## config.mk

```make
export PLATFORM = sky130hd
export DESIGN_NAME = ram_port_ctrl
export DESIGN_NICKNAME = d
export VERILOG_FILES = /design/src/rtl/ram_ctrl_pkg.sv /design/src/rtl/rsp_fifo2.sv /design/src/rtl/ram_port_ctrl.sv
export SDC_FILE = /design/constraint.sdc
export NUM_CORES = 1
export LEC_CHECK = 0
export CAP_MARGIN = 20
export CORE_MARGIN = 4
export CORE_UTILIZATION = 56
export DETAILED_ROUTE_END_ITERATION = 12
export DONT_BUFFER_PORTS = 1
export PLACE_DENSITY = 0.86
export RECOVER_POWER = 25
export SYNTH_ARGS = -nofsm -noshare
export SYNTH_HDL_FRONTEND = slang
export SYNTH_SLANG_ARGS = --single-unit
```

## constraint.sdc

```tcl
create_clock -name clk -period 2.64 [get_ports clk]
set_input_delay 0.66 -clock clk [delete_from_list [all_inputs] [get_ports clk]]
set_output_delay 0.66 -clock clk [all_outputs]
set_load 0.01 [all_outputs]
```

## src/rtl/ram_ctrl_pkg.sv

```systemverilog
// Shared types and default widths for the RAM port controller.
package ram_ctrl_pkg;

  localparam int unsigned ADDR_W_DEF = 4;
  localparam int unsigned DATA_W_DEF = 4;
  localparam int unsigned LEN_W_DEF  = 4;

  typedef enum logic [1:0] {
    ST_IDLE = 2'd0,
    ST_WR   = 2'd1,
    ST_RD   = 2'd2
  } state_e;

endpackage

```

## src/rtl/rsp_fifo2.sv

```systemverilog
// Two-entry synchronous FIFO holding read response beats {last, data}.
// Ports: clk, rst (sync, active-high), push/push_data, pop (ignored when empty),
//        valid/head (current head entry), count (0..2).
module rsp_fifo2 #(
  parameter int unsigned W = 5
) (
  input  logic         clk,
  input  logic         rst,
  input  logic         push,
  input  logic [W-1:0] push_data,
  input  logic         pop,
  output logic         valid,
  output logic [W-1:0] head,
  output logic [1:0]   count
);

  logic [1:0][W-1:0] mem_q, mem_d;
  logic              wr_ptr_q, wr_ptr_d;
  logic              rd_ptr_q, rd_ptr_d;
  logic [1:0]        cnt_q, cnt_d;
  logic              do_pop;

  assign do_pop = pop && (cnt_q != 2'd0);

  // Pointer/count update; push and pop may coincide at any occupancy.
  always_comb begin
    mem_d    = mem_q;
    wr_ptr_d = wr_ptr_q;
    rd_ptr_d = rd_ptr_q;
    if (push) begin
      mem_d[wr_ptr_q] = push_data;
      wr_ptr_d        = ~wr_ptr_q;
    end
    if (do_pop) begin
      rd_ptr_d = ~rd_ptr_q;
    end
    cnt_d = cnt_q + 2'(push) - 2'(do_pop);
  end

  always_ff @(posedge clk) begin
    if (rst) begin
      mem_q    <= '0;
      wr_ptr_q <= 1'b0;
      rd_ptr_q <= 1'b0;
      cnt_q    <= 2'd0;
    end else begin
      mem_q    <= mem_d;
      wr_ptr_q <= wr_ptr_d;
      rd_ptr_q <= rd_ptr_d;
      cnt_q    <= cnt_d;
    end
  end

  assign valid = (cnt_q != 2'd0);
  assign head  = mem_q[rd_ptr_q];
  assign count = cnt_q;

endmodule

```

## src/rtl/ram_port_ctrl.sv

```systemverilog
// Client-side burst controller for one port of a dual-port RAM with a registered
// read address (read data arrives one cycle after the address).
// Ports: req_* burst request (valid/ready), wdata_* write beats (valid/ready),
//        wr_done write completion pulse, rsp_* read beats (valid/ready, last),
//        busy activity flag, ram_* RAM port pins. clk, rst (sync, active-high).
module ram_port_ctrl
  import ram_ctrl_pkg::*;
#(
  parameter int unsigned ADDR_W = ADDR_W_DEF,
  parameter int unsigned DATA_W = DATA_W_DEF,
  parameter int unsigned LEN_W  = LEN_W_DEF
) (
  input  logic              clk,
  input  logic              rst,
  input  logic              req_valid,
  output logic              req_ready,
  input  logic              req_we,
  input  logic [ADDR_W-1:0] req_addr,
  input  logic [LEN_W-1:0]  req_len,
  input  logic              wdata_valid,
  output logic              wdata_ready,
  input  logic [DATA_W-1:0] wdata,
  output logic              wr_done,
  output logic              rsp_valid,
  input  logic              rsp_ready,
  output logic [DATA_W-1:0] rsp_data,
  output logic              rsp_last,
  output logic              busy,
  output logic              ram_we,
  output logic [ADDR_W-1:0] ram_addr,
  output logic [DATA_W-1:0] ram_din,
  input  logic [DATA_W-1:0] ram_dout
);

  state_e            state_q, state_d;
  logic [ADDR_W-1:0] cur_addr_q, cur_addr_d;
  logic [LEN_W-1:0]  beats_left_q, beats_left_d;
  logic              rd_pend_q, rd_pend_d;
  logic              rd_last_q, rd_last_d;
  logic              wr_done_q, wr_done_d;

  logic              pop;
  logic [1:0]        fifo_cnt;
  logic [2:0]        in_use;
  logic [DATA_W:0]   fifo_head;

  assign pop = rsp_valid && rsp_ready;

  // Credit: buffered + in-flight beats after this cycle's pop must leave a free slot.
  assign in_use = 3'(fifo_cnt) + 3'(rd_pend_q) - 3'(pop);

  // Next-state and burst bookkeeping.
  always_comb begin
    state_d      = state_q;
    cur_addr_d   = cur_addr_q;
    beats_left_d = beats_left_q;
    rd_pend_d    = 1'b0;
    rd_last_d    = 1'b0;
    wr_done_d    = 1'b0;
    case (state_q)
      ST_IDLE: begin
        if (req_valid) begin
          cur_addr_d   = req_addr;
          beats_left_d = req_len;
          state_d      = req_we ? ST_WR : ST_RD;
        end
      end
      ST_WR: begin
        if (wdata_valid) begin
          cur_addr_d   = cur_addr_q + ADDR_W'(1);
          beats_left_d = beats_left_q - LEN_W'(1);
          if (beats_left_q == '0) begin
            state_d   = ST_IDLE;
            wr_done_d = 1'b1;
          end
        end
      end
      ST_RD: begin
        if (in_use < 3'd2) begin
          rd_pend_d    = 1'b1;
          rd_last_d    = (beats_left_q == '0);
          cur_addr_d   = cur_addr_q + ADDR_W'(1);
          beats_left_d = beats_left_q - LEN_W'(1);
          if (beats_left_q == '0) begin
            state_d = ST_IDLE;
          end
        end
      end
      default: state_d = ST_IDLE;
    endcase
  end

  always_ff @(posedge clk) begin
    if (rst) begin
      state_q      <= ST_IDLE;
      cur_addr_q   <= '0;
      beats_left_q <= '0;
      rd_pend_q    <= 1'b0;
      rd_last_q    <= 1'b0;
      wr_done_q    <= 1'b0;
    end else begin
      state_q      <= state_d;
      cur_addr_q   <= cur_addr_d;
      beats_left_q <= beats_left_d;
      rd_pend_q    <= rd_pend_d;
      rd_last_q    <= rd_last_d;
      wr_done_q    <= wr_done_d;
    end
  end

  // The cycle after an issue, ram_dout holds that beat; capture it with its last flag.
  rsp_fifo2 #(.W(DATA_W + 1)) u_rsp_fifo (
    .clk       (clk),
    .rst       (rst),
    .push      (rd_pend_q),
    .push_data ({rd_last_q, ram_dout}),
    .pop       (pop),
    .valid     (rsp_valid),
    .head      (fifo_head),
    .count     (fifo_cnt)
  );

  assign rsp_data    = fifo_head[DATA_W-1:0];
  assign rsp_last    = fifo_head[DATA_W];
  assign req_ready   = (state_q == ST_IDLE);
  assign wdata_ready = (state_q == ST_WR);
  assign wr_done     = wr_done_q;
  assign busy        = (state_q != ST_IDLE) || rd_pend_q || (fifo_cnt != 2'd0);

  // Address always follows cur_addr; write strobe passes straight through in WR.
  assign ram_addr = cur_addr_q;
  assign ram_din  = wdata;
  assign ram_we   = (state_q == ST_WR) && wdata_valid;

endmodule
```

==> results.py <==
metrics = {
    "run_status": {
        "status": "complete, no violations",
    },
    "setup_path": {
        "worstPathArrival_ns": 2.79,
        "worst_r2r_startpoint": "u_rsp_fifo.count[1]$_SDFF_PP0_",
        "path_max_fanout": 5,
        "regToRegEndpoint": "ram_addr[3]$_SDFFE_PP0P_",
        "worst_path_dominant_cell_family": "adder cells",
        "r2r.worst_path.cells": 10,
        "startpoint_type": "flip-flop",
        "crit_required_ns": 2.85,
        "ordered_list_of_cells_on_the_worst_path": "or2_4 -> and2_4 -> ha_4 -> inv_1 -> ha_2 -> fa_2 -> xnor2_4 -> o21a_4 -> o311ai_1 -> o31ai_1",
        "crit_path_max_delay_cell_type": "fa_2",
        "timing.critical_path.slowest_cell_delay_ns": 0.40,
        "regToRegSetupSlack_ns": 0.07,
        "timing.setup.critical_path_class": "flip-flop to flip-flop",
        "critPathCaptureType": "flip-flop",
        "worst-path-buf-inv": 1,
    },
    "logic_synthesis": {
        "synth_area_sq_um": 1480,
        "synth_enable_flop_cells": 0,
        "ys_dominant_reg_cell": "dfxtp_1",
        "synthesis.instances": 159,
        "synthesis.nets": 189,
        "postSynthRegisterBits": 27,
        "synth-seq-area-share_pct": 36.52,
        "async_reset_ff_share_pct": 0,
        "avgSynthCellArea_sq_um": 9.309,
        "netlist-cell-type-count": 42,
        "warnings_from_yosys": 0,
    },
    "drt": {
        "post_drt_wl_per_cell_um": 16.99,
        "route.detailed.vias_per_inst": 6.211,
        "totalWireLength_mm": 3.144,
        "detailed_route_wire_length_on_metal_1_mm": 1.199,
        "route.met2.wl_mm": 1.684,
        "highest_layer_used_for_signal_routing": "met4",
        "dr_wl_met3_um": 234,
        "drt_drc_violations_left": 0,
        "via_count": 1149,
        "drtIter0Drc": 29,
        "ant_nets": 0,
        "drt-pass1-iter-count": 5,
    },
    "timing": {
        "finalSetupViolations": 0,
        "finalCriticalPeriod_ns": 2.574,
        "grt_setup_unrepaired": "false",
        "whs_ns": 0.3858,
        "skew_ns": 0.002198,
        "min_period_over_period_pct": 97.51,
        "final_hold_viol_count": 0,
        "tns_ns": 0,
        "slew_viol_final": 0,
        "maxClockFrequency_mhz": 388.5,
        "slew_headroom_pct": 59.00,
        "worstMarginPinSlew_ns": 0.6137,
    },
    "die": {
        "dieHeight_um": 59.41,
        "die_width_um": 59.41,
        "floorplan.rows": 18,
        "initial_utilization_pct": 59.21,
        "io_pins": 41,
        "coreArea_sq_um": 2500,
        "die_outline_area_sq_um": 3530,
    },
    "placement": {
        "dp_cells": 180,
        "place_congestion": 0.7903,
        "placement.io_buffers": 0,
        "dp.final_hpwl_mm": 2.316,
    },
    "cts": {
        "clk_pin_slew_worst_paths_ns": 0.15,
        "cts_htree_levels": 1,
        "cts-root-buf": "clkbuf_4",
        "tritoncts.num_buffers": 3,
        "tritoncts_num_sinks": 27,
        "cts_tree": "done",
        "clockBufferDepth": 2,
        "clk_latency_ns": 0.32,
    },
    "cells_and_area": {
        "fin_nets": 186,
        "area_growth_pct": 5.664,
        "post_route_cells_drive_above_1_share_pct": 20.65,
        "fin_cells": 185,
        "n_antenna_cell": 0,
    },
    "worst_hold_path": {
        "hold_path_class": "input pin to flip-flop",
        "min_from": "rst",
        "min_to": "u_rsp_fifo.count[0]$_SDFF_PP0_",
        "hold-path-cell-count": 1,
    },
    "power": {
        "maximum_vdd_ir_drop_mv": 0.9288,
        "p_leak_nw": 0.5852,
        "power.density_nw_per_um2": 1223,
    },
    "global_routing": {
        "grt_antenna_before_repair": 0,
        "grt_remaining_overflow": 0,
        "wire_length_of_the_first_global_routing_pass_mm": 5.126,
        "grt_max_degree": 30,
        "vias_in_the_first_global_route": 1203,
        "globalRouteTotalUtil_pct": 18.36,
    },
    "flow_run": {
        "cap_viol_max_count": 0,
    },
}
-- synth_stat cells, types with 3 or more instances --
cell	number	area share, %
nand3_1	7	2.4
dfxtp_1	27	37
mux2i_1	7	4.7
buf_4	4	2.0
and2_1	4	1.7
inv_1	12	3.0
a21oi_1	10	3.4
clkbuf_1	3	0.76
mux2_2	5	3.8
o31ai_1	4	2.0
nand2_1	8	2.0
nor2_1	12	3.0
nor2b_1	5	2.1
ha_1	7	5.9
xnor2_1	3	1.8
buf_2	3	1.0
-- cell families (layout without fill, tap and decap cells) --
kind of cell,Yosys count,after routing,share of synthesized area (%)
multiplexers,12,12,8.538
AND/OR/NAND/NOR,54,54,20.37
flip-flops,27,27,36.52
XOR/XNOR,3,3,1.775
adder cells (fa/ha/maj),8,8,7.269
AO/OA/AOI/OAI,31,31,18.17
buffers and inverters,24,20,7.354
-- where the power goes --
part	leakage [nW]	internal [mW]	total, mW	switching [mW]
registers	0.220	0.506	0.619	0.113
logic	0.350	0.493	1.11	0.619
clock network	0.0150	0.0591	0.181	0.122
-- layout by cell type, fill, tap and decap left out, types with 3 or more instances in the layout --
master    netlist  routed
and2_1          4       3
mux2i_1         7       7
clkbuf_4        0       3
ha_1            7       5
nand2_1         8       8
a21oi_1        10      10
nor2b_1         5       5
mux2_2          5       5
inv_1          12      12
nor2_1         12      11
buf_4           4       4
o31ai_1         4       4
nand3_2         2       3
dfxtp_1        27      27
nand3_1         7       6
-- flip-flops by register name (all words and copies together), names as in the netlist, 2 cells and up --
signal            count
u_rsp_fifo.mem_q     10
beats_left_q          4
ram_addr              4
state_q               2
u_rsp_fifo.count      2
-- routing by layer --
layer	global-route usage (%)	vias up
met3	5.882	5
met1	18.52	554
met4	4.854	0
met5	0	-
met2	35.41	39
li1	-	551
-- worst reg2reg max path, stage by stage, from the launching register on --
cell	delay (ns)
dfxtp_1	0.34
or2_4	0.25
and2_4	0.17
ha_4	0.25
inv_1	0.03
ha_2	0.17
fa_2	0.40
xnor2_4	0.18
o21a_4	0.23
o311ai_1	0.32
o31ai_1	0.13
-- worst max-delay path by stage --
| stage | from | endpoint | cells after the start |
|---|---|---|---|
| finish | u_rsp_fifo.count[1]$_SDFF_PP0_ | ram_addr[3]$_SDFFE_PP0P_ | 10 |
| global route | u_rsp_fifo.count[1]$_SDFF_PP0_ | ram_addr[2]$_SDFFE_PP0P_ | 10 |
| CTS | u_rsp_fifo.count[1]$_SDFF_PP0_ | ram_addr[2]$_SDFFE_PP0P_ | 10 |
| detailed placement | rsp_ready | beats_left_q[1]$_SDFFE_PP0P_ | 9 |
| global placement | rsp_ready | beats_left_q[3]$_SDFFE_PP0P_ | 9 |
| floorplan | u_rsp_fifo.count[1]$_SDFF_PP0_ | beats_left_q[0]$_SDFFE_PP0P_ | 10 |
-- area by class of cell --
class / count / area [sq um]
tap: 30 / 37.54
inverter: 12 / 45.04
clock buffer: 4 / 26.28
fill: 224 / 935.9
sequential: 27 / 540.5
multi-input combinational: 108 / 884.6
timing repair buffer: 4 / 30.03
-- stage by stage --
step	utilization, %	setup slack (ns)	instance area [sq um]	power (mW)
floorplan	-	0.03115	1480	1.423
global placement	59.06	0.01536	1476	1.561
detailed placement	59.06	-0.07810	1476	1.618
CTS	60.61	0.01901	1515	1.822
global route	62.56	0.004626	1564	2.050
finish	62.56	0.06585	1564	1.912
-- timing repair --
action / 4_1_cts / 5_1_grt
resized for setup: 3 / 8
buffers inserted: 0 / 1
endpoints found under the setup margin: 7 / 9
hold buffers: 0 / 0
pin swaps: 1 / 5
Note: power is estimated with default switching activity, not from simulation.
